==> config.mk <==
export PLATFORM = sky130hd
export DESIGN_NAME = decode_stage
export DESIGN_NICKNAME = d
export VERILOG_FILES = /design/src/rtl/riscv_pkg.sv /design/src/rtl/decode_stage_imm_gen.sv /design/src/rtl/decode_stage.sv
export SDC_FILE = /design/constraint.sdc
export NUM_CORES = 1
export LEC_CHECK = 0
export BUFFER_PORTS_ARGS = -buffer_cell sky130_fd_sc_hd__buf_4
export CAP_MARGIN = 20
export CORE_AREA = 2 2 240 242
export DETAILED_ROUTE_END_ITERATION = 16
export DIE_AREA = 0 0 242 244
export GPL_TIMING_DRIVEN = 0
export PLACE_DENSITY = 0.56
export SLEW_MARGIN = 40
export SYNTH_ARGS = -nofsm -noshare
export SYNTH_HDL_FRONTEND = slang
export SYNTH_HIERARCHICAL = 1
export SYNTH_SLANG_ARGS = --single-unit
==> constraint.sdc <==
create_clock -name clk -period 1.95 [get_ports clk]
set_input_delay 0.39 -clock clk [delete_from_list [all_inputs] [get_ports clk]]
set_output_delay 0.39 -clock clk [all_outputs]
set_load 0.01 [all_outputs]
==> src/rtl/riscv_pkg.sv <==
// Shared decode definitions for the RV64 ID stage: opcodes, ALU op encoding,
// the packed control bundle and the opcode-to-control decoder.
package riscv_pkg;

  localparam logic [6:0] OP_R      = 7'b0110011;
  localparam logic [6:0] OP_IMM    = 7'b0010011;
  localparam logic [6:0] OP_LOAD   = 7'b0000011;
  localparam logic [6:0] OP_STORE  = 7'b0100011;
  localparam logic [6:0] OP_BRANCH = 7'b1100011;

  typedef enum logic [1:0] {
    ALU_ADD   = 2'b00,  // load/store address add
    ALU_SUB   = 2'b01,  // branch compare
    ALU_FUNCT = 2'b10   // decoded from funct3/funct7 in EX
  } alu_op_e;

  typedef struct packed {
    logic    reg_write;
    logic    mem_read;
    logic    mem_write;
    logic    mem_to_reg;
    logic    branch;
    logic    alu_src;
    alu_op_e alu_op;
    logic    illegal;
  } ctrl_t;

  function automatic ctrl_t decode_ctrl(input logic [6:0] opcode);
    ctrl_t c;
    c = '0;
    case (opcode)
      OP_R: begin
        c.reg_write = 1'b1;
        c.alu_op    = ALU_FUNCT;
      end
      OP_IMM: begin
        c.reg_write = 1'b1;
        c.alu_src   = 1'b1;
        c.alu_op    = ALU_FUNCT;
      end
      OP_LOAD: begin
        c.reg_write  = 1'b1;
        c.mem_read   = 1'b1;
        c.mem_to_reg = 1'b1;
        c.alu_src    = 1'b1;
        c.alu_op     = ALU_ADD;
      end
      OP_STORE: begin
        c.mem_write = 1'b1;
        c.alu_src   = 1'b1;
        c.alu_op    = ALU_ADD;
      end
      OP_BRANCH: begin
        c.branch = 1'b1;
        c.alu_op = ALU_SUB;
      end
      default: c.illegal = 1'b1;
    endcase
    return c;
  endfunction

  // Only these formats read rs2; I-type rs2 bits are immediate bits.
  function automatic logic uses_rs2(input logic [6:0] opcode);
    return (opcode == OP_R) || (opcode == OP_STORE) || (opcode == OP_BRANCH);
  endfunction

endpackage

==> src/rtl/decode_stage_imm_gen.sv <==
// Combinational immediate generator: selects the I/S/B immediate by opcode
// and sign-extends it to XLEN. R-type and unknown opcodes yield zero.
module imm_gen
  import riscv_pkg::*;
#(
  parameter int unsigned XLEN = 64
) (
  input  logic [31:0]     i_instr,
  output logic [XLEN-1:0] o_imm
);

  logic w_unused_bits;
  assign w_unused_bits = ^i_instr[19:12];

  // Format select on opcode
  always_comb begin
    o_imm = '0;
    case (i_instr[6:0])
      OP_IMM, OP_LOAD:
        o_imm = {{(XLEN-12){i_instr[31]}}, i_instr[31:20]};
      OP_STORE:
        o_imm = {{(XLEN-12){i_instr[31]}}, i_instr[31:25], i_instr[11:7]};
      OP_BRANCH:
        o_imm = {{(XLEN-13){i_instr[31]}}, i_instr[31], i_instr[7],
                 i_instr[30:25], i_instr[11:8], 1'b0};
      default:
        o_imm = '0;
    endcase
  end

endmodule

==> src/rtl/decode_stage.sv <==
// RV64 ID stage: decodes the fetched instruction, reads operands with
// writeback bypass, detects load-use hazards and holds the ID/EX register.
module decode_stage
  import riscv_pkg::*;
#(
  parameter int unsigned XLEN  = 64,
  parameter int unsigned CNT_W = 32
) (
  input  logic             clk,
  input  logic             reset,
  input  logic             in_valid,
  output logic             in_ready,
  input  logic [XLEN-1:0]  in_pc,
  input  logic [31:0]      in_instr,
  output logic [4:0]       rs1_addr,
  output logic [4:0]       rs2_addr,
  input  logic [XLEN-1:0]  rf_rdata1,
  input  logic [XLEN-1:0]  rf_rdata2,
  input  logic             wb_reg_write,
  input  logic [4:0]       wb_rd,
  input  logic [XLEN-1:0]  wb_data,
  input  logic             flush,
  output logic             out_valid,
  input  logic             out_ready,
  output logic [XLEN-1:0]  out_pc,
  output logic [XLEN-1:0]  out_rs1_val,
  output logic [XLEN-1:0]  out_rs2_val,
  output logic [XLEN-1:0]  out_imm,
  output logic [4:0]       out_rs1,
  output logic [4:0]       out_rs2,
  output logic [4:0]       out_rd,
  output logic             out_reg_write,
  output logic             out_mem_read,
  output logic             out_mem_write,
  output logic             out_mem_to_reg,
  output logic             out_branch,
  output logic             out_alu_src,
  output logic             out_illegal,
  output logic [1:0]       out_alu_op,
  output logic [CNT_W-1:0] stall_count
);

  logic [6:0]      w_opcode;
  ctrl_t           w_ctrl;
  logic [XLEN-1:0] w_imm;
  logic [XLEN-1:0] w_rs1_val;
  logic [XLEN-1:0] w_rs2_val;
  logic            w_hazard;
  logic            w_advance;

  logic             r_valid;
  logic [XLEN-1:0]  r_pc;
  logic [XLEN-1:0]  r_rs1_val;
  logic [XLEN-1:0]  r_rs2_val;
  logic [XLEN-1:0]  r_imm;
  logic [4:0]       r_rs1;
  logic [4:0]       r_rs2;
  logic [4:0]       r_rd;
  ctrl_t            r_ctrl;
  logic [CNT_W-1:0] r_stall_cnt;

  assign w_opcode = in_instr[6:0];
  assign rs1_addr = in_instr[19:15];
  assign rs2_addr = in_instr[24:20];
  assign w_ctrl   = decode_ctrl(w_opcode);

  imm_gen #(.XLEN(XLEN)) u_imm_gen (
    .i_instr (in_instr),
    .o_imm   (w_imm)
  );

  // Operand select: x0 reads zero, same-cycle writeback wins over the RF
  always_comb begin
    w_rs1_val = rf_rdata1;
    if (rs1_addr == '0)
      w_rs1_val = '0;
    else if (wb_reg_write && (wb_rd == rs1_addr))
      w_rs1_val = wb_data;

    w_rs2_val = rf_rdata2;
    if (rs2_addr == '0)
      w_rs2_val = '0;
    else if (wb_reg_write && (wb_rd == rs2_addr))
      w_rs2_val = wb_data;
  end

  assign w_hazard  = in_valid & r_valid & r_ctrl.mem_read & (r_rd != '0) &
                     ((r_rd == rs1_addr) | ((r_rd == rs2_addr) & uses_rs2(w_opcode)));
  assign w_advance = ~r_valid | out_ready;
  assign in_ready  = (w_advance & ~w_hazard) | flush;

  // ID/EX register: flush > bubble > capture > drain > hold
  always_ff @(posedge clk or negedge reset) begin
    if (!reset) begin
      r_valid     <= 1'b0;
      r_pc        <= '0;
      r_rs1_val   <= '0;
      r_rs2_val   <= '0;
      r_imm       <= '0;
      r_rs1       <= '0;
      r_rs2       <= '0;
      r_rd        <= '0;
      r_ctrl      <= '0;
      r_stall_cnt <= '0;
    end else if (flush) begin
      r_valid <= 1'b0;
    end else if (w_advance) begin
      if (w_hazard) begin
        r_valid <= 1'b0;
        r_ctrl  <= '0;
        if (r_stall_cnt != '1)
          r_stall_cnt <= r_stall_cnt + CNT_W'(1);
      end else if (in_valid) begin
        r_valid   <= 1'b1;
        r_pc      <= in_pc;
        r_rs1_val <= w_rs1_val;
        r_rs2_val <= w_rs2_val;
        r_imm     <= w_imm;
        r_rs1     <= rs1_addr;
        r_rs2     <= rs2_addr;
        r_rd      <= in_instr[11:7];
        r_ctrl    <= w_ctrl;
      end else begin
        r_valid <= 1'b0;
      end
    end
  end

  assign out_valid      = r_valid;
  assign out_pc         = r_pc;
  assign out_rs1_val    = r_rs1_val;
  assign out_rs2_val    = r_rs2_val;
  assign out_imm        = r_imm;
  assign out_rs1        = r_rs1;
  assign out_rs2        = r_rs2;
  assign out_rd         = r_rd;
  assign out_reg_write  = r_ctrl.reg_write;
  assign out_mem_read   = r_ctrl.mem_read;
  assign out_mem_write  = r_ctrl.mem_write;
  assign out_mem_to_reg = r_ctrl.mem_to_reg;
  assign out_branch     = r_ctrl.branch;
  assign out_alu_src    = r_ctrl.alu_src;
  assign out_illegal    = r_ctrl.illegal;
  assign out_alu_op     = r_ctrl.alu_op;
  assign stall_count    = r_stall_cnt;

endmodule

==> Implementation_results.wiki <==
{| class="wikitable"
! Metric !! Value
|-
| Share of the clock period used by the worst path || 128%
|-
| Port buffer count || just over 600
|-
| Clock sink total || a little over 300
|-
| Post-Synth Adder-Cell Area || 0.0867%
|-
| R2R cell count || 8
|-
| Share of total power in the clock network || between 30% and 40%
|-
| Overall die width || between 200 and 250 microns
|-
| H-tree levels || 2
|-
| Status || finished with violations
|-
| Cell Pwr Density || about 840 nW/um^2
|-
| Filler cells || 5515
|-
| Area added between synthesis and finish || 57.4%
|-
| Antenna-violating nets left || 0
|-
| Synth unique cells || 47
|-
| Slew at the pin closest to its max-slew limit || 0.850 ns
|-
| Number of synthesized flops with an enable pin || 0
|-
| Endpoint class of the critical path || primary output
|-
| Largest family of logic cells by synthesized area || multiplexers
|-
| Final-report max-slew violation count || 0
|-
| Total global-route track usage || 18.7%
|-
| GRT overflow || 0
|-
| Largest net degree at the start of global routing || 73
|-
| Critical-path maximum fanout || 4
|-
| Clock transition time at the flip-flop clock pins of the worst setup and hold paths || ~0.070 ns
|-
| Fraction of layout instances using a drive strength above 1 || 55.6%
|-
| Final critical-path required period || approximately 2.5 ns
|-
| Multiplexer area fraction after synthesis || 20.2%
|-
| Most used flip-flop cell after synthesis || sky130_fd_sc_hd__dfrtp_1
|-
| Final net count || approximately 2200
|-
| Internal power || approximately 14000 uW
|-
| Switching component of the power || about 5300 uW
|-
| Die area || 59000 sq um
|-
| Pre-CTS setup slack || -0.998 ns
|-
| Failing checks || setup timing
|-
| TritonCTS buffer count || 39
|-
| Max Freq || ~400 MHz
|-
| Leak Pwr || roughly 0.011 uW
|-
| Routed length per placed instance || about 22 microns
|-
| Final number of setup-violating endpoints || a little over 300
|-
| Number of violations reported at the end of detailed-routing iteration 0 || 440
|-
| Yosys warns || 6
|-
| Cell area after layout || around 23000 sq um
|-
| Most frequent cells in the layout || 697 x sky130_fd_sc_hd__buf_4, 307 x sky130_fd_sc_hd__dfrtp_1, 142 x sky130_fd_sc_hd__nand2_1, 127 x sky130_fd_sc_hd__mux2i_1, 108 x sky130_fd_sc_hd__o31ai_1
|-
| Core utilization of the finished layout || 40.4%
|-
| Sw Share || around 28%
|-
| Wire length of the first global-routing pass || 83.7 mm
|-
| Amount of wire on met3 after detailed routing || approximately 3.5 mm
|-
| Cells on Worst Hold Path || 2
|-
| Sequential share of power || approximately two fifths
|-
| CTS tree || yes
|-
| Length of the first detailed-routing pass in iterations || 5
|-
| Aggregate negative setup slack || -101.06 ns
|-
| Synthesized area per cell || between 10 and 15 sq um
|-
| Type of the most critical hold path || in2reg
|-
| Syn Inst Count || between 1000 and 1500
|-
| Post-Syn Nets || between 1000 and 1500
|-
| Post-Synth Simple-Gate Area || under 10%
|-
| Vias in the first global route || around 13000
|-
| Source-to-sink clock delay at the later pin of the worst-skew pair || between 0.5 and 0.6 ns
|-
| Clock root cell || sky130_fd_sc_hd__clkbuf_16
|-
| Last weighted congestion value of the routability-driven placer || 0.946
|-
| Number of hold-slack violations in the final timing report || 0
|-
| Starting density of the core || roughly a quarter
|-
| Kind of start point of the critical path || flop
|-
| FP Rows || 87
|-
| Detailed placement HPWL || 44.3 mm
|-
| Crit path arrival time || 2.10 ns
|-
| Leading cell type in the layout, fill and taps excluded || sky130_fd_sc_hd__buf_4
|-
| Via count || between 10000 and 15000
|-
| Antenna cells || 0
|-
| Sequential fraction of the synthesis area || a little over half
|-
| Complex-gate fraction of the synthesized area || ~8.0%
|-
| Netlist Area Pre-Place || 14400 sq um
|-
| Y dimension of the die || between 200 and 250 microns
|-
| CP Data Required Time || 1.56 ns
|-
| Antenna violations before repair || 2
|-
| Area after DPL || between 20000 and 25000 sq um
|-
| Floorplan core area || ~56000 sq um
|-
| Share of synthesized flip-flops with an asynchronous set or reset || 100%
|-
| DRC viols || 0
|-
| Count of boundary I/O pins || 623
|-
| Number of flip-flops and latches in the synthesized netlist || a little over 300
|-
| Top Layer Used || met5
|-
| Final Power || 19100 uW
|-
| Type of the worst setup path || reg2out
|-
| RSZ-0062 raised after global routing || true
|-
| Final critical-path setup slack || -0.541 ns
|-
| Routed vias/inst || about 4.5
|-
| Maximum ir drop on the vdd rail || between 700 and 800 uV
|-
| Total met2 wirelength after detailed routing || roughly 30 mm
|-
| Proportion of power drawn by combinational gates || between 20% and 30%
|-
| Clk buf depth || 3
|-
| Slew HR || between 40 and 50%
|-
| MaxCap Viol Count || 0
|-
| Clock Skew || 0.0171 ns
|-
| Drt total wl || 57.6 mm
|-
| Synth Area in XOR/XNOR || 3.10%
|-
| Wl on met1 || roughly 24 mm
|}
## stage by stage
step,cells,hold slack [ns]
floorplan,1170,0.0944
global placement,2545,0.465
finish,2643,0.0449
CTS,2630,0.0107
detailed placement,2554,0.397
global route,2643,0.0383
## power by group through the flow
stage	clock network (uW)	logic [uW]	registers, uW
CTS	7500	4040	7670
global placement	0	3920	7740
finish	7290	4140	7680
detailed placement	0	3980	7770
floorplan	0	1190	8040
global route	7750	4430	7760
## worst max-delay path: stages (launching register included)
cell and delay, ns:
sky130_fd_sc_hd__dfrtp_2 0.44, sky130_fd_sc_hd__or4_4 0.54, sky130_fd_sc_hd__o2111ai_4 0.21, sky130_fd_sc_hd__nor2_2 0.07, sky130_fd_sc_hd__o21bai_1 0.15, sky130_fd_sc_hd__buf_4 0.14
## timing repair
action,4_1_cts,5_1_grt
hold buffers,1,0
cloned,0,10
setup endpoints to repair,312,307
pin swaps,5,3
setup buffers,9,3
hold endpoints to repair,65,0
resized for setup,15,64
## cells in the mapped netlist (2+ instances only)
master / count / area (sq um)
sky130_fd_sc_hd__nor2_1: 17 / 63.8
sky130_fd_sc_hd__buf_2: 34 / 170
sky130_fd_sc_hd__nor3_1: 6 / 30.0
sky130_fd_sc_hd__and3_1: 8 / 50.1
sky130_fd_sc_hd__and4_1: 3 / 26.3
sky130_fd_sc_hd__or3b_1: 2 / 17.5
sky130_fd_sc_hd__xor2_1: 29 / 254
sky130_fd_sc_hd__nor3b_1: 7 / 52.6
sky130_fd_sc_hd__nor3_2: 2 / 20.0
sky130_fd_sc_hd__mux2i_1: 128 / 1280
sky130_fd_sc_hd__nand3_1: 14 / 70.1
sky130_fd_sc_hd__o31ai_1: 129 / 968
sky130_fd_sc_hd__nand2_1: 144 / 541
sky130_fd_sc_hd__nor4_1: 6 / 37.5
sky130_fd_sc_hd__nand4_1: 12 / 75.1
sky130_fd_sc_hd__nand3b_1: 5 / 37.5
sky130_fd_sc_hd__buf_6: 14 / 158
sky130_fd_sc_hd__xnor2_1: 22 / 193
sky130_fd_sc_hd__mux2_1: 3 / 33.8
sky130_fd_sc_hd__nand2b_1: 3 / 18.8
sky130_fd_sc_hd__mux2_2: 142 / 1600
sky130_fd_sc_hd__a32o_1: 5 / 50.1
sky130_fd_sc_hd__buf_4: 66 / 495
sky130_fd_sc_hd__a21oi_1: 4 / 20.0
sky130_fd_sc_hd__dfrtp_1: 311 / 7780
sky130_fd_sc_hd__clkbuf_1: 24 / 90.1
sky130_fd_sc_hd__nor4_4: 2 / 42.5
sky130_fd_sc_hd__inv_1: 5 / 18.8
sky130_fd_sc_hd__nand4bb_1: 2 / 22.5
sky130_fd_sc_hd__or4_1: 3 / 22.5
sky130_fd_sc_hd__or3b_2: 2 / 17.5
## state kept, by name (all words and copies together) (netlist names), 2 cells and up
signal and flops:
out_imm 64, out_pc 64, out_rs1_val 64, out_rs2_val 64, stall_count 32, out_rd 5
out_rs1 5, out_rs2 5, out_alu_op 2
## cell type report
cell class              instances  area [sq um]  area share [%]
plain buffers                 139          1260            5.57
clock buffers                  55          1160            5.10
clock inverters                11           123           0.540
inverters                       5          18.8          0.0827
multi-input cells             715          6200            27.3
flip-flops and latches        311          7790            34.3
well taps                     756           946            4.17
repair buffers                651          5200            22.9
## routing by layer
| layer | global-route usage, % | up-vias |
|---|---|---|
| met5 | 0 | - |
| met3 | 4.75 | 71 |
| met2 | 33.2 | 410 |
| met4 | 4.68 | 4 |
| met1 | 22.7 | 6018 |
| li1 | - | 5511 |
## kinds of logic after synthesis
| logic type | count (synthesis) |
|---|---|
| compound gates | 148 |
| xor+xnor | 51 |
| fa+ha+maj | 1 |
| buf+inv | 144 |
| flops | 311 |
| mux | 273 |
| simple gates | 242 |
## worst paths after layout
check                                            start  slack, ns                          end
max                              out_rd[2]$_DFFE_PN0P_      -0.54                     in_ready
min                                              flush       0.04        out_valid$_DFFE_PN0P_
max reg2reg                      out_rd[2]$_DFFE_PN0P_      -0.42  out_rs1_val[42]$_DFFE_PN0P_
min reg2reg                out_rs2_val[41]$_DFFE_PN0P_       0.47  out_rs2_val[41]$_DFFE_PN0P_
max in group asynchronous                        reset       0.27        out_rd[4]$_DFFE_PN0P_
min in group asynchronous                        reset       0.40        out_pc[5]$_DFFE_PN0P_
Power figures use the tool's default switching activity.
